$ cat src/rtl/dsp_mac_seq.sv
// dsp_mac_seq: sequencer that drives a DSP slice through a signed
// multiply-accumulate job. It clears the M/P registers, feeds len operand
// pairs through a valid/ready handshake, and waits for the DSP pipeline
// to drain. It then captures P as the job result.
module dsp_mac_seq #(
  parameter int LEN_W = 8,
  parameter int M_LAT = 1
) (
  input  logic             clk,
  input  logic             rst_n,
  input  logic             start,
  input  logic [LEN_W-1:0] len,
  input  logic             in_valid,
  output logic             in_ready,
  input  logic [17:0]      in_a,
  input  logic [17:0]      in_b,
  output logic [17:0]      dsp_a,
  output logic [17:0]      dsp_b,
  output logic [7:0]       dsp_opmode,
  output logic             dsp_ceopmode,
  output logic             dsp_cea,
  output logic             dsp_ceb,
  output logic             dsp_cem,
  output logic             dsp_cep,
  output logic             dsp_rstm,
  output logic             dsp_rstp,
  input  logic [47:0]      dsp_p,
  output logic [47:0]      result,
  output logic             result_valid,
  output logic             busy
);

  typedef enum logic [2:0] {
    IDLE  = 3'd0,
    CLEAR = 3'd1,
    FEED  = 3'd2,
    DRAIN = 3'd3,
    DONE  = 3'd4
  } state_t;

  state_t           state;
  logic [LEN_W-1:0] len_q;
  logic [LEN_W-1:0] count;
  logic [M_LAT:0]   en_pipe;
  logic             hs;

  // Operands go straight to the DSP A/B ports.
  // The A1/B1 enables fire only on a real transfer.
  assign in_ready     = (state == FEED) && (count < len_q);
  assign hs           = in_valid && in_ready;
  assign dsp_a        = in_a;
  assign dsp_b        = in_b;
  assign dsp_cea      = hs;
  assign dsp_ceb      = hs;
  assign dsp_cem      = en_pipe[M_LAT-1];
  assign dsp_cep      = en_pipe[M_LAT];
  assign dsp_rstm     = (state == CLEAR);
  assign dsp_rstp     = (state == CLEAR);
  assign dsp_opmode   = 8'h09;
  assign dsp_ceopmode = 1'b1;
  assign busy         = (state != IDLE);

  // Enable pipeline: each handshake walks down to the M enable and then to the P enable.
  always_ff @(posedge clk or negedge rst_n) begin
    if (!rst_n) begin
      en_pipe <= '0;
    end else begin
      en_pipe <= {en_pipe[M_LAT-1:0], hs};
    end
  end

  // Job sequencer: accepts start, counts transfers, waits for the pipeline to drain, and captures P.
  always_ff @(posedge clk or negedge rst_n) begin
    if (!rst_n) begin
      state        <= IDLE;
      len_q        <= '0;
      count        <= '0;
      result       <= 48'h0;
      result_valid <= 1'b0;
    end else begin
      result_valid <= 1'b0;
      case (state)
        IDLE: begin
          if (start) begin
            len_q <= len;
            count <= '0;
            if (len != '0) begin
              state <= CLEAR;
            end else begin
              state        <= DONE;
              result       <= 48'h0;
              result_valid <= 1'b1;
            end
          end
        end
        CLEAR: begin
          count <= '0;
          state <= FEED;
        end
        FEED: begin
          if (hs) begin
            count <= count + 1'b1;
            if (count == len_q - 1'b1) begin
              state <= DRAIN;
            end
          end
        end
        DRAIN: begin
          if (en_pipe == '0) begin
            state        <= DONE;
            result       <= dsp_p;
            result_valid <= 1'b1;
          end
        end
        DONE: begin
          state <= IDLE;
        end
        default: begin
          state <= IDLE;
        end
      endcase
    end
  end

endmodule

$ cat config.mk
export PLATFORM = sky130hd
export DESIGN_NAME = dsp_mac_seq
export DESIGN_NICKNAME = d
export VERILOG_FILES = /design/src/rtl/dsp_mac_seq.sv
export SDC_FILE = /design/constraint.sdc
export NUM_CORES = 1
export LEC_CHECK = 0
export CAP_MARGIN = 10
export CORE_UTILIZATION = 43
export CTS_CLUSTER_SIZE = 16
export DETAILED_ROUTE_END_ITERATION = 8
export GPL_ROUTABILITY_DRIVEN = 0
export HOLD_SLACK_MARGIN = 0.05
export MAX_ROUTING_LAYER = met4
export PLACE_DENSITY_LB_ADDON = 0.1
export SYNTH_ARGS = -nofsm -noshare
export SYNTH_HDL_FRONTEND = slang
export SYNTH_SLANG_ARGS = --single-unit
$ cat constraint.sdc
create_clock -name clk -period 4.3 [get_ports clk]
set_input_delay 1.29 -clock clk [delete_from_list [all_inputs] [get_ports clk]]
set_output_delay 1.29 -clock clk [all_outputs]
set_load 0.05 [all_outputs]
==> Word-level counts from Yosys, hierarchy flattened <==
Index checks and enable logic that the tools add are counted.
Widths: inputs -> output; s select.
{ "word_totals": {"ff_bits": 70, "rom_bits": 0, "ramBits": 0, "latchBits": 0, "mem_count": 0, "elab_cells": 47, "input_bits": 96} }
{ "classes": {"div": 0, "mul": 0, "mux": 17, "addsub": 2, "magnitude_cmp": 1, "reduce_logical": 12, "eq_ne": 9, "n_shift": 0, "bitwise_logic": 0} }
{ "op_table": {"columns": ["operator", "count"], "rows": [
  ["$mux 48", 3],
  ["$pmux 48 s2", 1],
  ["$pmux 8 s3", 1],
  ["$mux 8", 2],
  ["$mux 3", 5],
  ["$pmux 3 s4", 1],
  ["$add 8x1->8 const B", 1],
  ["$eq 8x8->1", 1],
  ["$lt 8x8->1", 1],
  ["$ne 2x2->1 const B", 4],
  ["$reduce_and 4->1", 2],
  ["$reduce_bool 8->1", 1],
  ["$sub 8x1->8 const B", 1],
  ["$eq 3x2->1 const B", 2],
  ["$reduce_bool 3->1", 2],
  ["$eq 3x1->1 const B", 1],
  ["$logic_not 3->1", 1],
  ["$mux 1", 3],
  ["$reduce_and 3->1", 1],
  ["$logic_and 1x1->1", 2],
  ["$logic_not 2->1", 1],
  ["$ne 2x1->1 const B", 1],
  ["$pmux 1 s2", 1],
  ["$reduce_and 2->1", 1],
  ["$reduce_bool 2->1", 1]
]} }

==> Depth between registers and ports, before layout <==
Gate-level depths: netlist (run 1).
{ "logic_depth": {"word_depth": 5, "ltp_mapped": 9, "ltp_nobuf": 8} }

==> Worst setup path before layout (run 1) <==
No wires, ideal clock.
{ "synth_timing": {"path_kind": "reg-to-output", "from": "register state[2]", "to": "output port dsp_rstp", "n_path_buf": 2, "stages_incl_launch_ff": 4, "arrival_ns": 2.241, "required_time_ns": 3.010, "slack_ns": 0.769, "path_cell_list": "dfrtp_1 > clkbuf_1 > nor3b_1 > buf_4"} }
{ "synth_via": {"elab_chain_cells": 1} }
{ "synth_rtl": {"columns": ["item", "line_no", "source"], "rows": [
  ["start, declared", "41", "state_t state;"],
  ["start signal, assigned", "75", "state <= IDLE;"],
  ["start signal, assigned", "88", "state <= CLEAR;"],
  ["start signal, assigned", "90", "state <= DONE;"],
  ["$eq 3x1->1", null, null],
  ["end, declared", "26", "output logic dsp_rstp,"]
]} }
No other way between the ends.

==> Worst setup path after layout (run 1) <==
{ "layout_timing": {"from": "register len_q[6]", "to": "output port in_ready"} }
{ "layout_via": {"elab_chain_cells": 2} }
{ "layout_rtl": {"columns": ["item", "line_no", "source"], "rows": [
  ["start, declared", "42", "logic [LEN_W-1:0] len_q;"],
  ["start signal, assigned", "85", "len_q <= len;"],
  ["$lt 8x8->1", "49", "assign in_ready = (state == FEED) && (count < len_q);"],
  ["$logic_and 1x1->1", "49", null],
  ["end, declared", "14", "output logic in_ready,"]
]} }
No other way between the ends.

==> qor.yml, run 1 <==
timing:
  rsz0062_at_grt: "no"
  setup_viol: 0
  relSlewSlack_pct: 28.3
  post-route-period-util_pct: 91.0
  timing_hold_violations_final: 0
  finalMaxSlewViolations: 0
  tns_ns: 0
  fin_skew_ns: 0.0106
  worst_slew_pin_slew_ns: 1.08
  min_period_ns: 3.91
  fmax_mhz: 256
die:
  rows: 33
  initial_core_util_pct: 44.9
  coreArea_um2: 8340
  die_h_um: 95.3
  die_area_um2: 9090
  die_w_um: 95.3
  ios: 198
critical_path:
  start_kind: "flop"
  critical_path.endpoint_type: "primary output"
  worstPathCellList: "inv_1, ha_1, and3_1, o21ai_0, and3_2, clkdlybuf4s50_1"
  max_stage_delay_ns: 0.79
  cpMaxStageDelayCell: "clkdlybuf4s50_1"
  worstPathRequired_ns: 3.01
  path_class: "flop to primary output"
  cp.arrival_ns: 2.62
  path_max_fanout: 4
synth:
  ys_warn_count: 0
  synthSimpleGateAreaFrac_pct: 19.5
  synth_fa_ha_area_share_pct: 3.34
  synthArstFlopShare_pct: 100
  synth_xor_area_share_pct: 1.87
  synth-compound-area-share_pct: 13.9
  synth_top_family_by_area: "simple AND/OR/NAND/NOR gates"
  netlist_top_cells_area: "dfrtp_1 (47%), nand2_1 (11%), buf_4 (9.6%)"
  synth.avg_cell_area_um2: 8.81
  ys_types: 44
  synthMuxAreaShare_pct: 0.267
  synth_area_um2: 3750
  netlist_instances: 425
  ys_ff_latch: 70
  synth_edf_count: 0
  yosysSeqAreaShare_pct: 46.8
  yosys_most_used_dff: "dfrtp_1"
  synth_top_area_share_pct: 46.8
  synth_top_area_cell: "dfrtp_1"
routing:
  route.met3.wl_um: 551
  firstDrtPassIters: 4
  vias: 2956
  route.met2.wl_um: 4000
  drt-wirelength-per-cell_um: 13.8
  drt-total-wl_um: 8370
  wl_met1_um: 3690
  ant_nets: 0
  drtIter0Drc: 98
  vias_per_cell: 4.89
  drcViolationCount: 0
  dr.max_layer_used: "met4"
global_route:
  track_usage_pct: 20.1
  antenna_found_initial: 0
  grt_max_degree: 50
  grt_overflow: 0
  grt_pass1_vias: 2762
  grt_pass1_wl_um: 13500
pwr:
  report.power.total_mw: 3.48
  pwr-share-seq_pct: 29.8
  intPower_mw: 1.89
  power_leakage_nw: 2.08
  p_sw_share_pct: 45.8
  power.density_nw_per_um2: 711
  vdd_ir_drop_max_uv: 313
  power_frac_comb_pct: 51.7
  power.net_switching_mw: 1.59
  p_clk_share_pct: 18.4
hold_path:
  hold_class: "flop to flop"
placement:
  dpl.hpwl_um: 6090
  place.port_buffers: 116
layout:
  num_antenna_cells: 0
  drive_gt1_share_pct: 6.20
  fill_cells: 758
  area_growth_syn_to_layout_pct: 30.6
  layout.nets: 601
clock_network:
  cts.htree.levels: 3
  cts_setup_buffers: 0
  ctsResizeCount: 0
  path_clk_slew_ns: 0.08
  cts-root-buf: "clkbuf_8"
  clk_latency_ns: 0.35
  cts.sinks: 70
  cts_tree: "done"
  cts_buffer_depth: 2
  cts_inserted_buffers: 9
  postCtsHoldBufs: 0
outcome:
  status: "complete, no violations"
flow_run:
  cap_violations: 0
[area by class of cell]
class | count | area, µm² | area share (%)
repair buffers | 121 | 1230 | 25.1
multi-input cells | 280 | 1500 | 30.6
flip-flops and latches | 70 | 1750 | 35.8
clock inverters | 5 | 106 | 2.17
well taps | 105 | 131 | 2.68
clock buffers | 11 | 131 | 2.68
inverters | 13 | 48.8 | 0.997
[power groups by stage]
stage	registers (mW)	logic, mW	clock network, mW
2_1_floorplan	1.55	0.822	0
3_3_place_gp	1.04	1.79	0
3_5_place_dp	1.05	1.81	0
4_1_cts	1.04	1.82	0.660
5_1_grt	1.07	1.94	0.689
6_report	1.04	1.80	0.642
[cell usage in the layout, fill, tap and decap left out, drive strengths merged, types with 4 or more instances in the layout]
master	synthesis	routed
clkdlybuf4s50	0	113
clkbuf	9	11
conb	2	9
or3	7	7
buf	60	8
nor2	12	12
o21ai	68	68
ha	10	10
nand2	110	110
inv	13	14
dfrtp	70	70
nor3	6	6
xnor2	7	7
a21oi	10	10
nand3	4	4
and3	4	4
[per-layer routing]
layer,global-route usage (%),up-vias
met5,-,-
met4,8.71,0
met3,5.10,14
met2,29.5,84
met1,26.3,1366
li1,-,1492
[through the flow]
step | cell area [µm²] | cells | worst slack, ns | hold slack, ns | util (%)
after floorplan | 3770 | 432 | 0.769 | 0.550 | -
final | 4890 | 605 | 0.386 | 0.451 | 58.7
after global routing | 4890 | 605 | 0.279 | 0.452 | 58.7
after detailed placement | 4660 | 589 | 0.600 | 0.414 | 55.8
after global placement | 4660 | 589 | 0.559 | 0.406 | 55.8
after CTS | 4890 | 605 | 0.423 | 0.442 | 58.7
[sequential cells by signal (all words and copies together) (netlist names)]
name          flops
state             3
result           48
en_pipe           2
count             8
result_valid      1
len_q             8
[worst paths after layout]
path | startpoint | to | slack [ns] | cells past startpoint
setup reg to reg | state[2] | result[10] | 1.78 | 5
max in group asynchronous | rst_n | result[47] | 2.58 | 2
min in group asynchronous | rst_n | len_q[7] | 1.04 | 1
hold reg to reg | en_pipe[0] | en_pipe[1] | 0.45 | 0
hold / removal | en_pipe[0] | en_pipe[1] | 0.45 | 0
setup / recovery | len_q[6] | in_ready | 0.39 | 6
[Yosys cell counts, types with 2 or more instances]
| cell | count |
|---|---|
| a21o_1 | 2 |
| a21oi_1 | 9 |
| and2_1 | 2 |
| and3_1 | 2 |
| and4_1 | 2 |
| buf_2 | 8 |
| buf_4 | 48 |
| buf_6 | 4 |
| clkbuf_1 | 7 |
| clkbuf_2 | 2 |
| conb_1 | 2 |
| dfrtp_1 | 70 |
| ha_1 | 10 |
| inv_1 | 13 |
| nand2_1 | 110 |
| nand3_1 | 4 |
| nand4_1 | 3 |
| nor2_1 | 11 |
| nor2b_1 | 3 |
| nor3_1 | 6 |
| o211ai_1 | 3 |
| o21ai_0 | 41 |
| o21ai_1 | 27 |
| o31ai_1 | 2 |
| or3_1 | 7 |
| or4_1 | 3 |
| xnor2_1 | 7 |
[kinds of logic (layout without fill, tap and decap cells)]
group | after synthesis | after routing
and+or+nand+nor | 161 | 161
AOI/OAI and AO/OA | 91 | 91
buffers and inverters | 82 | 150
DFF | 70 | 70
adders and majority gates | 10 | 10
xor gates and xnor gates | 8 | 8
other | 2 | 9
muxes | 1 | 1
[worst max-delay path: cells and delay by family (launching register included)]
family | cells | cell delay (ns)
buffers and inverters | 2 | 0.87
DFF | 1 | 0.41
and+or+nand+nor | 2 | 0.40
adders and majority gates | 1 | 0.33
AOI/OAI and AO/OA | 1 | 0.25
No activity file was read; power rests on OpenSTA's default activity.
==> run 2: changes to the inputs <==
--- a/config.mk
+++ b/config.mk
@@ -6,7 +6,7 @@
 export NUM_CORES = 1
 export LEC_CHECK = 0
 export CAP_MARGIN = 10
-export CORE_UTILIZATION = 43
+export CORE_UTILIZATION = 40
 export CTS_CLUSTER_SIZE = 16
 export DETAILED_ROUTE_END_ITERATION = 8
 export GPL_ROUTABILITY_DRIVEN = 0
==> constraint.sdc (replaced) <==
create_clock -name clk -period 4.5 [get_ports clk]
set_input_delay 1.35 -clock clk [delete_from_list [all_inputs] [get_ports clk]]
set_output_delay 1.35 -clock clk [all_outputs]
set_load 0.05 [all_outputs]
==> run 2 against run 1 <==
Against the previous run: critical path depth is 2 lower; register-to-register slack improved by 0.19 ns; hold slack got worse by 0.0080 ns; sequential share of layout area grew 0.30 points; via count shrank 0.41%; die area up 7.3%; global-route usage is 1.2 points lower; largest power group unchanged; design area decreased by 0.84%; setup slack improved by 0.18 ns; critical endpoint is now dsp_cea.
==> qor.yml, run 2 (synthesis results as in run 1) <==
pwr:
  power_leakage_nw: 2.06
  vdd_ir_drop_max_uv: 347
  power.density_nw_per_um2: 663
timing:
  min_period_ns: 3.93
  tns_ns: 0
  fmax_mhz: 254
  fin_skew_ns: 0.0135
  setup_ws_ns: 0.566
  rsz0062_at_grt: "no"
  finalMaxSlewViolations: 0
  post-route-period-util_pct: 87.4
  worst_slew_pin_slew_ns: 0.815
  relSlewSlack_pct: 45.7
  timing_hold_violations_final: 0
  setup_viol: 0
critical_path:
  worstPathCellList: "clkdlybuf4s50_1, and3_4, and2_1, buf_12"
  path_max_fanout: 6
  path_class: "input port to primary output"
  cp_top_family: "buffers and inverters"
  cp.arrival_ns: 2.58
  worstPathRequired_ns: 3.15
  start_kind: "input port"
  max_stage_delay_ns: 0.46
  cpMaxStageDelayCell: "clkdlybuf4s50_1"
  crit_buf_inv: 2
  critical_path.endpoint_type: "primary output"
layout:
  regMostFlops: "result"
  num_antenna_cells: 0
  drive_gt1_share_pct: 6.21
  largest_reg_flops: 48
  final_common_cell: "clkdlybuf4s50_1"
  final_cells: 607
  layout.nets: 600
  area_growth_syn_to_layout_pct: 29.5
  layout_common_cells: "clkdlybuf4s50_1 (113), nand2_1 (110), dfrtp_1 (70)"
  top_regs: "result (48), count (8), len_q (8)"
  fill_cells: 838
clock_network:
  cts.sinks: 70
  ctsResizeCount: 0
  cts_tree: "done"
  cts_buffer_depth: 2
  cts.htree.levels: 3
  postCtsHoldBufs: 0
  path_clk_slew_ns: 0.08
  clk_latency_ns: 0.34
  cts_setup_buffers: 0
  cts-root-buf: "clkbuf_8"
  cts_inserted_buffers: 9
die:
  coreArea_um2: 8890
  die_h_um: 98.8
  die_area_um2: 9760
  initial_core_util_pct: 42.1
  ios: 198
  die_w_um: 98.8
  rows: 34
hold_path:
  hold_class: "flop to flop"
routing:
  drt-total-wl_um: 8460
  vias_per_cell: 4.85
  ant_nets: 0
  firstDrtPassIters: 4
  drtIter0Drc: 135
  drt-wirelength-per-cell_um: 13.9
  vias: 2944
  drcViolationCount: 0
global_route:
  grt_pass1_vias: 2868
  track_usage_pct: 19.0
  antenna_found_initial: 0
  grt_overflow: 0
  grt_pass1_wl_um: 14000
  grt_max_degree: 68
placement:
  dpl.hpwl_um: 6110
  dp_slack_ns: 0.587
  place.port_buffers: 116
  dp_cells: 591
outcome:
  status: "complete, no violations"
flow_run:
  cap_violations: 0
run 2: where the power goes:
part	total, mW	switching (mW)	internal, mW
logic	1.71	1.11	0.600
registers	0.989	0.159	0.830
clock network	0.513	0.242	0.272
total	3.22	1.52	1.70
run 2: layout make-up:
cell class              count  area (µm²)  share of cell area (%)
well taps                 108         135                    2.78
multi-input cells         280        1500                    30.9
repair buffers            120        1220                    25.1
clock inverters             5        58.8                    1.21
flip-flops and latches     70        1750                    36.1
clock buffers              11         141                    2.91
inverters                  13        48.8                    1.01
run 2: final timing paths:
kind	startpoint	endpoint	slack, ns	cells after the start
max	in_valid	dsp_cea	0.57	4
min	en_pipe[0]	en_pipe[1]	0.44	0
max reg2reg	state[1]	result[12]	1.97	6
min reg2reg	en_pipe[0]	en_pipe[1]	0.44	0
max in group asynchronous	rst_n	count[4]	2.54	2
min in group asynchronous	rst_n	len_q[5]	1.10	1
run 2: layer usage:
layer / track usage, % / routed length (µm) / share of wire (%)
met1: 24.0 / 3790 / 45
met2: 28.0 / 4000 / 47
met3: 5.67 / 578 / 6.8
met4: 8.38 / 97 / 1.1
met5: - / 0 / 0
run 2: per-stage QoR:
stage	hold WS, ns	total power [mW]	utilization (%)	instance area [µm²]
after global placement	0.419	2.70	52.3	4650
after detailed placement	0.437	2.73	52.3	4650
final	0.443	3.22	54.6	4850
after CTS	0.455	3.25	54.6	4850
after global routing	0.468	3.43	54.6	4850
after floorplan	0.550	2.27	-	3770
==> run 3: changes to the inputs <==
--- a/config.mk
+++ b/config.mk
@@ -6,6 +6,8 @@
 export NUM_CORES = 1
 export LEC_CHECK = 0
 export CAP_MARGIN = 10
+export CORE_ASPECT_RATIO = 1.75
+export CORE_MARGIN = 1.5
 export CORE_UTILIZATION = 40
 export CTS_CLUSTER_SIZE = 16
 export DETAILED_ROUTE_END_ITERATION = 8
==> run 3 against run 2 <==
Against the previous run: die area increased by 2.3%; non-clock buffer count is the same; wire length grew 7.5%; sequential power about the same; hold slack got worse by 0.0093 ns; first-iteration DRC count up 33%; critical path type unchanged.
==> qor.yml, run 3 (synthesis results as in run 1) <==
critical_path:
  start_kind: "input port"
  r2r_start: "state[2]"
  r2r_setup_slack_ns: 2.06
  path_max_fanout: 6
  worstPathRequired_ns: 3.15
  worstReg2RegEnd: "result[13]"
  cp.arrival_ns: 2.60
  critical_path.endpoint_type: "primary output"
  rr_worst_depth: 5
  path_class: "input port to primary output"
timing:
  relSlewSlack_pct: 32.8
  min_period_ns: 3.95
  timing_hold_violations_final: 0
  post-route-period-util_pct: 87.7
  worst_slew_pin_slew_ns: 1.01
  rsz0062_at_grt: "no"
  finalMaxSlewViolations: 0
  fmax_mhz: 253
  tns_ns: 0
  setup_ws_ns: 0.554
  fin_skew_ns: 0.00747
  setup_viol: 0
clock_network:
  cts.htree.levels: 3
  clk_latency_ns: 0.33
  cts_tree: "done"
  cts_setup_buffers: 0
  path_clk_slew_ns: 0.05
  postCtsHoldBufs: 0
  cts_buffer_depth: 2
  ctsResizeCount: 0
  cts.sinks: 70
  cts_inserted_buffers: 9
  cts-root-buf: "clkbuf_16"
global_route:
  grt_pass1_wl_um: 14700
  grt_pass1_vias: 3044
  antenna_found_initial: 0
  grt_overflow: 0
  grt_max_degree: 71
  track_usage_pct: 19.7
layout:
  layout_common_cells: "clkdlybuf4s50_1 (113), nand2_1 (110), dfrtp_1 (70)"
  num_antenna_cells: 0
  largest_reg_flops: 48
  final_common_cell: "clkdlybuf4s50_1"
  top_regs: "result (48), count (8), len_q (8)"
  drive_gt1_share_pct: 6.41
  layout.nets: 600
  fill_cells: 880
  regMostFlops: "result"
  area_growth_syn_to_layout_pct: 33.5
  final_cells: 619
die:
  initial_core_util_pct: 41.2
  rows: 46
  ios: 198
  die_h_um: 131
  die_w_um: 76.2
  die_area_um2: 9980
  coreArea_um2: 9090
pwr:
  power_leakage_nw: 2.12
  vdd_ir_drop_max_uv: 367
  power.density_nw_per_um2: 703
placement:
  dp_slack_ns: 0.564
  dp_cells: 603
  place.port_buffers: 116
  dpl.hpwl_um: 6540
routing:
  ant_nets: 0
  firstDrtPassIters: 4
  vias_per_cell: 4.83
  drcViolationCount: 0
  drt-wirelength-per-cell_um: 14.7
  drtIter0Drc: 179
  drt-total-wl_um: 9090
  vias: 2992
hold_path:
  min_to: "en_pipe[1]"
  holdPathStages: 0
  hp-start: "en_pipe[0]"
  hold_class: "flop to flop"
flow_run:
  cap_violations: 0
outcome:
  status: "complete, no violations"
[run 3: changes by cell type in the layout (fill, tap and decap cells not counted)]
cell        change
clkinvlp_4      -1
clkbuf_1        -1
bufinv_16       +1
clkbuf_8        -8
clkbuf_16       +9
[run 3: report_power, final]
group	switching, mW	total, mW	internal (mW)
Clock	0.263	0.778	0.515
Combinational	1.14	1.75	0.606
Sequential	0.156	0.987	0.832
[run 3: worst max path at each step]
stage                  start       end  cells past startpoint
floorplan           state[2]  dsp_rstp                      3
global placement    in_valid   dsp_ceb                      4
detailed placement  in_valid   dsp_ceb                      4
CTS                 count[1]  in_ready                      7
global route        len_q[5]  in_ready                      6
finish              in_valid   dsp_ceb                      4
[run 3: layer usage]
layer | track usage [%] | vias up | routed length [µm]
li1 | - | 1493 | -
met1 | 21.0 | 1376 | 3490
met2 | 33.5 | 104 | 4760
met3 | 5.63 | 19 | 539
met4 | 9.91 | 0 | 295
met5 | - | - | 0
[run 3: metrics by stage]
stage / hold slack [ns] / util, % / area [µm²] / power [mW]
after floorplan: 0.550 / - / 3770 / 2.27
after global placement: 0.422 / 51.3 / 4670 / 2.73
after detailed placement: 0.420 / 51.3 / 4670 / 2.76
after CTS: 0.443 / 55.0 / 5000 / 3.56
after global routing: 0.467 / 55.0 / 5000 / 3.72
final: 0.434 / 55.0 / 5000 / 3.51
[run 3: cell type report]
class	instances	area [µm²]	share of cell area, %
Clock buffer	11	253	5.05
Clock inverter	5	81.3	1.63
Inverter	13	48.8	0.976
Multi-Input combinational cell	280	1500	29.9
Sequential cell	70	1750	35.0
Tap cell	120	150	3.00
Timing Repair Buffer	120	1220	24.4
[run 3: critical path, stage by stage]
cell and delay (ns):
clkdlybuf4s50_1 0.46, and3_4 0.19, and2_1 0.39, buf_12 0.20
